--- src/rtl/ps2_kbd_rx.sv ---
// PS/2 keyboard receiver: deframes 11-bit frames from hps_io, folds E0/F0
// prefixes into key events and queues them in a small FIFO (valid/ready).
//
// Ports:
//   clk_sys, reset_n           system clock, async active-low reset
//   ps2_kbd_clk, ps2_kbd_data  raw PS/2 lines from hps_io (idle high)
//   key_valid/key_ready        FIFO head handshake
//   key_code/key_ext/key_release  registered head event
//   frame_err                  one-cycle pulse on a bad or aborted frame
//   overflow, status_clr       sticky drop flag and its synchronous clear

module ps2_kbd_rx #(
    parameter int FIFO_BITS = 3,
    parameter int TIMEOUT   = 20000
) (
    input  logic       clk_sys,
    input  logic       reset_n,
    input  logic       ps2_kbd_clk,
    input  logic       ps2_kbd_data,
    output logic       key_valid,
    input  logic       key_ready,
    output logic [7:0] key_code,
    output logic       key_ext,
    output logic       key_release,
    output logic       frame_err,
    output logic       overflow,
    input  logic       status_clr
);

    localparam int DEPTH = 1 << FIFO_BITS;
    localparam int PW    = FIFO_BITS + 1;
    localparam int WD_W  = $clog2(TIMEOUT + 1);

    typedef enum logic [2:0] {
        S_IDLE,
        S_DATA,
        S_PARITY,
        S_STOP,
        S_DECODE
    } state_t;

    // Synchronisers; reset to the idle-high level so no false edge follows reset
    logic clk_m_q;
    logic clk_s_q;
    logic clk_p_q;
    logic dat_m_q;
    logic dat_s_q;
    logic fall;

    assign fall = clk_p_q & ~clk_s_q;

    // Deframer state
    state_t          state_q,   state_d;
    logic [7:0]      sr_q,      sr_d;
    logic [2:0]      bit_cnt_q, bit_cnt_d;
    logic            par_q,     par_d;
    logic            ext_q,     ext_d;
    logic            brk_q,     brk_d;
    logic [WD_W-1:0] wd_q,      wd_d;
    logic            err_q,     err_d;
    logic            timeout;
    logic            push;
    logic [9:0]      push_data;

    // FIFO state
    logic [9:0]      mem_q [DEPTH];
    logic [PW-1:0]   wr_q,    wr_d;
    logic [PW-1:0]   rd_q,    rd_d;
    logic            valid_q, valid_d;
    logic [9:0]      head_q,  head_d;
    logic            ovf_q,   ovf_d;
    logic            pop;
    logic            full;
    logic            push_ok;
    logic            drop;

    assign push_data = {brk_q, ext_q, sr_q};

    // Abort only frames that are actually in flight
    assign timeout = ((state_q == S_DATA) ||
                      (state_q == S_PARITY) ||
                      (state_q == S_STOP)) &&
                     (wd_q == WD_W'(TIMEOUT));

    always_comb begin
        state_d   = state_q;
        sr_d      = sr_q;
        bit_cnt_d = bit_cnt_q;
        par_d     = par_q;
        ext_d     = ext_q;
        brk_d     = brk_q;
        err_d     = 1'b0;
        push      = 1'b0;

        if ((state_q == S_IDLE) || fall || timeout) begin
            wd_d = '0;
        end else begin
            wd_d = wd_q + WD_W'(1);
        end

        unique case (state_q)
            S_IDLE: begin
                if (fall && !dat_s_q) begin
                    state_d   = S_DATA;
                    bit_cnt_d = '0;
                end
            end
            S_DATA: begin
                if (fall) begin
                    sr_d      = {dat_s_q, sr_q[7:1]};
                    bit_cnt_d = bit_cnt_q + 3'd1;
                    if (bit_cnt_q == 3'd7) begin
                        state_d = S_PARITY;
                    end
                end
            end
            S_PARITY: begin
                if (fall) begin
                    par_d   = dat_s_q;
                    state_d = S_STOP;
                end
            end
            S_STOP: begin
                if (fall) begin
                    // Odd parity over data plus parity bit
                    if (dat_s_q && (^{sr_q, par_q})) begin
                        state_d = S_DECODE;
                    end else begin
                        state_d = S_IDLE;
                        err_d   = 1'b1;
                        ext_d   = 1'b0;
                        brk_d   = 1'b0;
                    end
                end
            end
            S_DECODE: begin
                state_d = S_IDLE;
                if (sr_q == 8'hE0) begin
                    ext_d = 1'b1;
                end else if (sr_q == 8'hF0) begin
                    brk_d = 1'b1;
                end else begin
                    push  = 1'b1;
                    ext_d = 1'b0;
                    brk_d = 1'b0;
                end
            end
            default: begin
                state_d = S_IDLE;
            end
        endcase

        if (timeout) begin
            state_d = S_IDLE;
            err_d   = 1'b1;
            ext_d   = 1'b0;
            brk_d   = 1'b0;
        end
    end

    // FIFO control; extra pointer bit separates full from empty
    assign pop  = valid_q & key_ready;
    assign full = (wr_q[FIFO_BITS] != rd_q[FIFO_BITS]) &&
                  (wr_q[FIFO_BITS-1:0] == rd_q[FIFO_BITS-1:0]);
    // A pop in the same cycle frees the slot being written
    assign push_ok = push & (~full | pop);
    assign drop    = push & full & ~pop;

    always_comb begin
        wr_d    = wr_q + PW'(push_ok);
        rd_d    = rd_q + PW'(pop);
        valid_d = (wr_d != rd_d);

        // Head register looks ahead; a push into an empty slot bypasses memory
        if (!valid_d) begin
            head_d = '0;
        end else if (push_ok && (rd_d == wr_q)) begin
            head_d = push_data;
        end else begin
            head_d = mem_q[rd_d[FIFO_BITS-1:0]];
        end

        if (drop) begin
            ovf_d = 1'b1;
        end else if (status_clr) begin
            ovf_d = 1'b0;
        end else begin
            ovf_d = ovf_q;
        end
    end

    always_ff @(posedge clk_sys) begin
        if (push_ok) begin
            mem_q[wr_q[FIFO_BITS-1:0]] <= push_data;
        end
    end

    always_ff @(posedge clk_sys or negedge reset_n) begin
        if (!reset_n) begin
            clk_m_q   <= 1'b1;
            clk_s_q   <= 1'b1;
            clk_p_q   <= 1'b1;
            dat_m_q   <= 1'b1;
            dat_s_q   <= 1'b1;
            state_q   <= S_IDLE;
            sr_q      <= '0;
            bit_cnt_q <= '0;
            par_q     <= 1'b0;
            ext_q     <= 1'b0;
            brk_q     <= 1'b0;
            wd_q      <= '0;
            err_q     <= 1'b0;
            wr_q      <= '0;
            rd_q      <= '0;
            valid_q   <= 1'b0;
            head_q    <= '0;
            ovf_q     <= 1'b0;
        end else begin
            clk_m_q   <= ps2_kbd_clk;
            clk_s_q   <= clk_m_q;
            clk_p_q   <= clk_s_q;
            dat_m_q   <= ps2_kbd_data;
            dat_s_q   <= dat_m_q;
            state_q   <= state_d;
            sr_q      <= sr_d;
            bit_cnt_q <= bit_cnt_d;
            par_q     <= par_d;
            ext_q     <= ext_d;
            brk_q     <= brk_d;
            wd_q      <= wd_d;
            err_q     <= err_d;
            wr_q      <= wr_d;
            rd_q      <= rd_d;
            valid_q   <= valid_d;
            head_q    <= head_d;
            ovf_q     <= ovf_d;
        end
    end

    assign key_valid   = valid_q;
    assign key_release = head_q[9];
    assign key_ext     = head_q[8];
    assign key_code    = head_q[7:0];
    assign frame_err   = err_q;
    assign overflow    = ovf_q;

endmodule

--- config.mk ---
export PLATFORM = sky130hd
export DESIGN_NAME = ps2_kbd_rx
export DESIGN_NICKNAME = d
export VERILOG_FILES = /design/src/rtl/ps2_kbd_rx.sv
export SDC_FILE = /design/constraint.sdc
export NUM_CORES = 1
export LEC_CHECK = 0
export CORE_AREA = 10 10 115 117
export CTS_BUF_LIST = sky130_fd_sc_hd__clkbuf_16
export DETAILED_ROUTE_END_ITERATION = 6
export DIE_AREA = 0 0 125 127
export PLACE_DENSITY_LB_ADDON = 0.05
export SYNTH_ARGS = -nofsm -noshare
export SYNTH_HDL_FRONTEND = slang
export SYNTH_SLANG_ARGS = --single-unit
--- constraint.sdc ---
create_clock -name clk_sys -period 3 [get_ports clk_sys]
set_input_delay 0.45 -clock clk_sys [delete_from_list [all_inputs] [get_ports clk_sys]]
set_output_delay 0.45 -clock clk_sys [all_outputs]
set_load 0.03 [all_outputs]
==> summary by stage, run 1 <==
Power
For this design the ratio of total power to cell area is 998 mW/mm2. The analysis attributes to cell leakage a power of 2.67 nW. IR analysis of the VDD net gives a maximum drop of 709 uV. The design draws 7.07 mW.

Synth
After synthesis the cells add up to 0.00586 mm2. The number of synthesized flops with an enable pin is 80. By area the synthesized netlist is led by sky130_fd_sc_hd__edfxtp_1, sky130_fd_sc_hd__dfrtp_1, sky130_fd_sc_hd__mux4_2. The share of the synthesized area in the top cell type is 41.0%. After synthesis, flip-flops and latches occupy 65.8% of the total area.

Synthesis handed over a netlist of 390 instances. The predominant post-synthesis flop cell is sky130_fd_sc_hd__edfxtp_1. The number of warning messages in the yosys log is 0. In the synthesized netlist the async set-or-reset flop fraction comes to 42.0%.

The netlist uses 48 different library cells. The synthesized design spends more area on one cell type than any other, namely sky130_fd_sc_hd__edfxtp_1. After synthesis the netlist holds a flip-flop and latch count of 138. The mean instance size in the synthesized netlist is 15.0 um2.

Synthesis produced a netlist with a net count of 404.

Global route
The first-pass GRT wire length is 19.3 mm. Entering global routing, the biggest net connects 40 pins. The number of antenna violations at the first check in global routing is 0.

The remaining global-route overflow is 0. The via count of the first global-routing pass is 3518. The all-layer global routing usage is 15.5%.

Worst setup path
The depth of the worst register-to-register path is 13. The peak fanout along the critical path is 11. The arrival time of the worst setup path is 3.02 ns. STA puts the critical path data required time at 3.29 ns.

The kind of start point of the critical path is a flip-flop. The startpoint identified for the worst register-to-register timing path is sr_q[3]. The slack of the worst reg-to-reg path is 0.27 ns. The most critical setup path has its startpoint at sr_q[3]. In this run the worst setup path terminates at head_q[2]. For this run, the slowest stage of the critical path takes 0.38 ns.

The total stage count of the critical path is 13. The endpoint identified for the worst register-to-register timing path is head_q[2]. The setup path with the least slack is of type flip-flop to flip-flop. Traced cell by cell, the critical path runs through nand4b_1 -> o41ai_2 -> buf_4 -> a41o_1 -> inv_2 -> ha_1 -> ha_1 -> xor2_1 -> xnor2_1 -> nand3_1 -> nor3b_1 -> buf_4 -> nor3_1. The slowest cell on the critical path is sky130_fd_sc_hd__dfrtp_1.

The largest delay contributor family on the critical path is simple AND/OR/NAND/NOR gates. The worst setup path is captured at a flip-flop. The critical path contains buffers and inverters numbering 3 combined.

Finish
Cells fill 63.6% of the core in the end. From synthesis to final layout, the design area changed by 20.7%. The net count reported at finish is 461.

The share of layout cells above drive strength 1 is 26.7%. The multi-input combinational cells in the finished layout cover a total of 0.00189 mm2. After routing the design area is 0.00708 mm2. The leading cell type in the layout, fill and taps excluded is sky130_fd_sc_hd__edfxtp_1. In the final layout, flip-flops and latches occupy 0.00386 mm2. The non-filler instance count after layout is 603. The library cells used most frequently in the layout, excluding fill and tap cells, are sky130_fd_sc_hd__edfxtp_1, sky130_fd_sc_hd__dfrtp_1, sky130_fd_sc_hd__buf_4, sky130_fd_sc_hd__nor2_1, sky130_fd_sc_hd__nor3_1. The number of antenna cells inserted is 0. Fill cells in the final layout number 803.

STA
The final count of negative-setup-slack endpoints is 0. Setup repair after global routing left no endpoint under its margin. The worst path uses 91.0% of the clock period. The tightest hold path in the finished design has a slack of 0.173 ns. The final period demand of the worst path is 2.73 ns.

The number of failing hold endpoints at the final stage is 0. The setup TNS is 0 ns. Between clock sinks in the finished design, the worst skew comes to 0.00813 ns. In the post-route analysis, the smallest setup slack over all paths is 0.269 ns.

The worst pin sits at a relative slew slack of 39.0%. For this run, the top clock speed supported by timing is 0.366 GHz. The count of final max-slew check failures is 0. For the pin with the worst max-slew slack, the measured transition is 0.916 ns.

CTS
The clock tree from TritonCTS is built. The root buffer cell chosen for the clock tree is sky130_fd_sc_hd__clkbuf_16. The clock network latency to the later pin of the worst-skew pair is 0.42 ns. In this run the post-CTS setup repair buffer count came out at 0. CTS built an H-tree with a depth of 4. The clock sink count is 138. Buffers inserted during clock tree synthesis total 17. The maximum root-to-sink buffer count is 2. Clock-pin slew was measured on the worst setup and hold paths at 0.06 ns.

Floorplanning
The core area is 0.0111 mm2. The die is 125 um wide. For this configuration, the core starts out at a cell density of 52.7%. In this run the count of I/O pins placed on the die edge is 19. The number of standard-cell rows in the floorplan is 39.

The die area is 0.0159 mm2. The die is 127 um tall.

Place
In this run the tool buffered the top-level ports with 18 buffer cells. The congestion estimate from routability-driven global placement came to 0.770. The post-detailed-placement cell area is 0.00647 mm2. The total half-perimeter wirelength after legalization and detailed placement is 7.93 mm. The placed instance count is 571. Prior to clock tree synthesis, the placed netlist has a worst setup slack of 0.0591 ns.

Min path
In this run the worst hold path is classified as input port to asynchronous set/reset pin.

Routing
The count of unresolved DRC violations after routing is 0. Detailed routing inserted a total of 3433 vias. The initial detailed-routing violation count is 358.

In this run the remaining antenna-violating nets after routing total 0. The wire length per cell is 19.5 um. For this block, the routed nets add up to 11.7 mm of wire. The number of detailed-routing iterations run before antenna repair is 5.

Dividing the detail-routed via count by the number of cells gives 5.69.

Status
The run finished with clean final reports.

Job
Across the run, the number of max-cap violations was 0.
[synth_stat cells (3+ instances only)]
cell type                   n
sky130_fd_sc_hd__nand2_1   14
sky130_fd_sc_hd__o21ai_0    5
sky130_fd_sc_hd__dfrtp_1   53
sky130_fd_sc_hd__a311oi_1   3
sky130_fd_sc_hd__nor4b_1    5
sky130_fd_sc_hd__nor3_1    24
sky130_fd_sc_hd__xnor2_1   15
sky130_fd_sc_hd__mux4_2    20
sky130_fd_sc_hd__xor2_1    18
sky130_fd_sc_hd__a21oi_1   16
sky130_fd_sc_hd__dfstp_2    5
sky130_fd_sc_hd__clkbuf_1   3
sky130_fd_sc_hd__edfxtp_1  80
sky130_fd_sc_hd__nand3_1   11
sky130_fd_sc_hd__nor2_1    25
sky130_fd_sc_hd__buf_2     12
sky130_fd_sc_hd__nor3b_1    4
sky130_fd_sc_hd__ha_1       8
sky130_fd_sc_hd__inv_1     13
sky130_fd_sc_hd__nand4_1    5
sky130_fd_sc_hd__mux2_2    18
[final cells by class]
cell class              count  share of cell area [%]
repair buffers             57                    6.96
inverters                  14                   0.742
flip-flops and latches    138                    54.5
clock buffers              17                    6.01
multi-input cells         219                    26.7
well taps                 143                    2.53
clock inverters            15                    2.51
[metal layers]
layer	part of all wire, %	track usage, %	vias to the layer above
li1	-	-	1577
met1	43	19.3	1769
met5	0	0	-
met3	4.4	3.97	13
met4	1.2	5.89	0
met2	52	25.7	74
[where the power goes]
part / leakage [nW] / switching [mW] / internal, mW / total (mW)
registers: 1.47 / 0.135 / 2.31 / 2.44
clock network: 0.287 / 0.790 / 1.31 / 2.10
logic: 0.916 / 1.28 / 1.25 / 2.53
[worst min-delay path by stage]
stage          startpoint            to  slack, ns  cells after the start
2_1_floorplan     reset_n  bit_cnt_q[0]       0.15                      0
3_3_place_gp      clk_m_q       clk_s_q       0.35                      0
3_5_place_dp      clk_m_q       clk_s_q       0.35                      0
4_1_cts           reset_n     head_q[9]       0.18                      1
5_1_grt           reset_n     head_q[9]       0.24                      1
6_report          reset_n     head_q[9]       0.17                      1
[state kept, by name, summed over array words and instances, names as in the netlist]
signal     count
wr_q           4
ext_q          1
state_q        3
clk_s_q        1
clk_m_q        1
rd_q           4
dat_s_q        1
key_valid      1
par_q          1
head_q        10
frame_err      1
clk_p_q        1
overflow       1
dat_m_q        1
wd_q          15
brk_q          1
sr_q           8
mem_q         80
bit_cnt_q      3
[timing repair]
| action | 4_1_cts | 5_1_grt |
|---|---|---|
| endpoints found under the hold margin | 0 | 0 |
| resized for setup | 0 | 1 |
| setup endpoints to repair | 0 | 8 |
| hold buffers | 0 | 0 |
[cells by family after synthesis]
group                    after synthesis  synth area share [%]
AO/OA/AOI/OAI                         37                  4.10
buffers and inverters                 33                  2.45
adder cells (fa/ha/maj)                8                  1.71
XOR/XNOR                              35                  5.72
flip-flops                           138                  65.8
AND/OR/NAND/NOR                      101                  9.03
multiplexers                          38                  11.1
[worst register-to-register path, delay by kind of cell (launching register included)]
kind	cells	cell delay (ns)
compound gates	2	0.37
xor+xnor	2	0.39
fa+ha+maj	2	0.38
buf+inv	3	0.45
flops	1	0.38
simple gates	4	0.63
(Power assumes the default switching activity.)
==> inputs of run 2 (changes only) <==
MAX_ROUTING_LAYER = met4   (was default)
==> run 2 against run 1 <==
  * Sequential power is essentially flat
  * Sequential share of layout area is the same
  * Register-to-register slack is essentially flat
  * First-iteration DRC count shrank 12%
  * Power grew 0.14%
  * Cell count is the same
  * Clock power is essentially flat
==> summary by stage, run 2 (synthesis results as in run 1) <==
CTS
The clock-pin transition on the worst setup and hold timing paths is 0.06 ns (about the same). The setup fix buffers added after clock tree synthesis is 0 (unchanged). The post-cts repair resize count was 0 (unchanged).

The number of buffers created by CTS is 17 (unchanged). The deepest level of the CTS H-tree was 4 (unchanged). The root cell of the clock tree is sky130_fd_sc_hd__clkbuf_16. The number of hold buffers added after CTS came to 0 (unchanged). The clock sink count came to 138 (unchanged).

The clock network latency to the later pin of the worst-skew pair was 0.42 ns (about the same). The maximum root-to-sink buffer count is 2 (unchanged). TritonCTS built the clock tree.

Global route
The remaining global-route overflow is 0 (unchanged). The maximum number of pins on one net before global-route repair is 40 (unchanged). The all-layer global routing usage is 16.0% (+0.45 points). The number of antenna violations at the first check in global routing is 0 (unchanged). The first-pass GRT wire length is 19.3 mm (+0.11%). The via count of the first global-routing pass was 3521 (+0.085%).

Routing
The average via count per standard cell is 5.68 (-0.20%). The post-route antenna net violation count is 0 (unchanged). The wire length per cell is 19.6 um (+0.62%).

The overall via count from detail_route is 3426 (-0.20%). The count of unresolved DRC violations after routing was 0 (unchanged). The initial detailed-routing violation count is 314 (-12%). The number of detailed-routing iterations run before antenna repair is 6 (+1). The post-detailed-routing wire length came to 11.8 mm (+0.62%).

Floorplanning
The vertical die dimension came to 127 um (unchanged). The core area is 0.0111 mm2 (unchanged). The overall die width came to 125 um (unchanged).

The starting utilization of the core area came to 52.7% (unchanged). The number of standard-cell rows in the floorplan is 39 (unchanged). The die area is 0.0159 mm2 (unchanged). The I/O pin count was 19 (unchanged).

STA
The setup TNS is 0 ns (unchanged). The remaining max-slew budget at the tightest pin is 38.2% (-0.81 points). The final period demand of the worst path is 2.74 ns (+0.0127 ns). The timing-limited maximum frequency came to 0.364 GHz (-0.46%). The post-route fraction of the period consumed by the critical path came to 91.5% (+0.42 points). Setup repair after global routing left no endpoint under its margin.

The worst hold margin was 0.174 ns (+0.000102 ns). The number of failing hold endpoints at the final stage came to 0 (unchanged). The count of final max-slew check failures is 0 (unchanged). The worst-case clock skew came to 0.00602 ns (-0.00211 ns). The transition time at the pin with the least slew margin is 0.928 ns (+0.0121 ns).

The final count of negative-setup-slack endpoints was 0 (unchanged).

Finish
The share of layout cells above drive strength 1 was 26.7% (unchanged). The leading cell type in the layout, fill and taps excluded is sky130_fd_sc_hd__edfxtp_1. The area growth from synthesis to layout is 20.7% (unchanged). The flip-flop count of the largest register, all copies and words added is 80 (unchanged). Leaving out fill and tap cells, the most frequent cells in the layout are sky130_fd_sc_hd__edfxtp_1, sky130_fd_sc_hd__dfrtp_1, sky130_fd_sc_hd__buf_4, sky130_fd_sc_hd__nor2_1, sky130_fd_sc_hd__nor3_1.

The number of antenna cells inserted is 0 (unchanged). The net count reported at finish is 461 (unchanged). The number of inserted filler cells in the final layout was 803 (unchanged).

Worst setup path
The kind of start point of the critical path is a flip-flop. The category of the worst setup path capture point is a flip-flop. The required arrival time at the worst endpoint is 3.28 ns (about the same).

The startpoint of the worst setup timing path is sr_q[3]. The peak fanout along the critical path is 11 (unchanged). Traced cell by cell, the critical path runs through nand4b_1 -> o41ai_2 -> buf_4 -> a41o_1 -> inv_2 -> ha_1 -> ha_1 -> xor2_1 -> xnor2_1 -> nand3_1 -> nor3b_1 -> buf_4 -> a311oi_1. The reg-to-reg startpoint is sr_q[3]. The peak per-stage delay on the critical path was 0.38 ns (about the same).

The slowest stage of the critical path is the sky130_fd_sc_hd__dfrtp_1 cell. The arrival time of the worst setup path was 3.03 ns (about the same). The slack of the worst reg-to-reg path is 0.26 ns (about the same). The class of the most critical setup path is flip-flop to flip-flop.

Power
The worst voltage drop across the vdd grid is 714 uV (+0.59%). The total power density per cell area was 1000 mW/mm2 (+0.14%). The leakage component of the power is 2.67 nW (unchanged).

Place
The total half-perimeter wirelength after legalization and detailed placement is 7.93 mm (unchanged). The number of buffers added on ports came to 18 (unchanged). The last weighted congestion value of the routability-driven placer is 0.781 (+1.4%).

Job
The number of violations of the max-capacitance limit was 0 (unchanged).

Min path
The worst hold path belongs to the class input port to asynchronous set/reset pin.

Status
The run finished with clean final reports.
run 2: cell counts in the layout (fill, tap and decap cells not counted):
No cell type changed its count.
run 2: through the flow:
step	utilization (%)	cell area, um2	setup slack [ns]	power, mW	std cells
after floorplan	-	5860	0.141	4.23	390
after global placement	58.1	6470	0.173	5.03	571
after detailed placement	58.1	6470	0.0591	5.03	571
after CTS	63.6	7070	0.178	7.14	603
after global routing	63.6	7080	0.0581	7.46	603
final	63.6	7080	0.256	7.08	603
run 2: layout make-up:
cell class / count / area, um2 / area share [%]
flip-flops and latches: 138 / 3860 / 54.5
clock inverters: 15 / 178 / 2.51
inverters: 14 / 52.6 / 0.742
repair buffers: 57 / 493 / 6.96
clock buffers: 17 / 425 / 6.01
multi-input cells: 219 / 1890 / 26.7
well taps: 143 / 179 / 2.53
run 2: power breakdown:
| group | internal [mW] | total [mW] | switching (mW) |
|---|---|---|---|
| registers | 2.31 | 2.44 | 0.136 |
| clock network | 1.31 | 2.10 | 0.792 |
| logic | 1.25 | 2.54 | 1.29 |
| total | 4.86 | 7.08 | 2.22 |
run 2: path summary, 6_finish.rpt:
check                      depth (start not counted)   endpoint
max                                               13  head_q[4]
min                                                1    rd_q[1]
max reg2reg                                       13  head_q[4]
min reg2reg                                        0    dat_s_q
max in group asynchronous                          2    sr_q[7]
min in group clk_sys                               0    dat_s_q
run 2: layer usage:
| metal | GRT usage (%) | up-vias | share of wire (%) |
|---|---|---|---|
| li1 | - | 1576 | - |
| met1 | 19.3 | 1744 | 42 |
| met2 | 25.7 | 89 | 51 |
| met3 | 3.97 | 17 | 5.6 |
| met4 | 5.89 | 0 | 1.3 |
| met5 | - | - | 0 |
run 2: critical path: cells and delay by family, from the launching register on:
family | cells | cell delay [ns]
DFF | 1 | 0.38
xor gates and xnor gates | 2 | 0.40
buffers and inverters | 3 | 0.45
and+or+nand+nor | 3 | 0.55
AOI/OAI and AO/OA | 3 | 0.45
adders and majority gates | 2 | 0.38
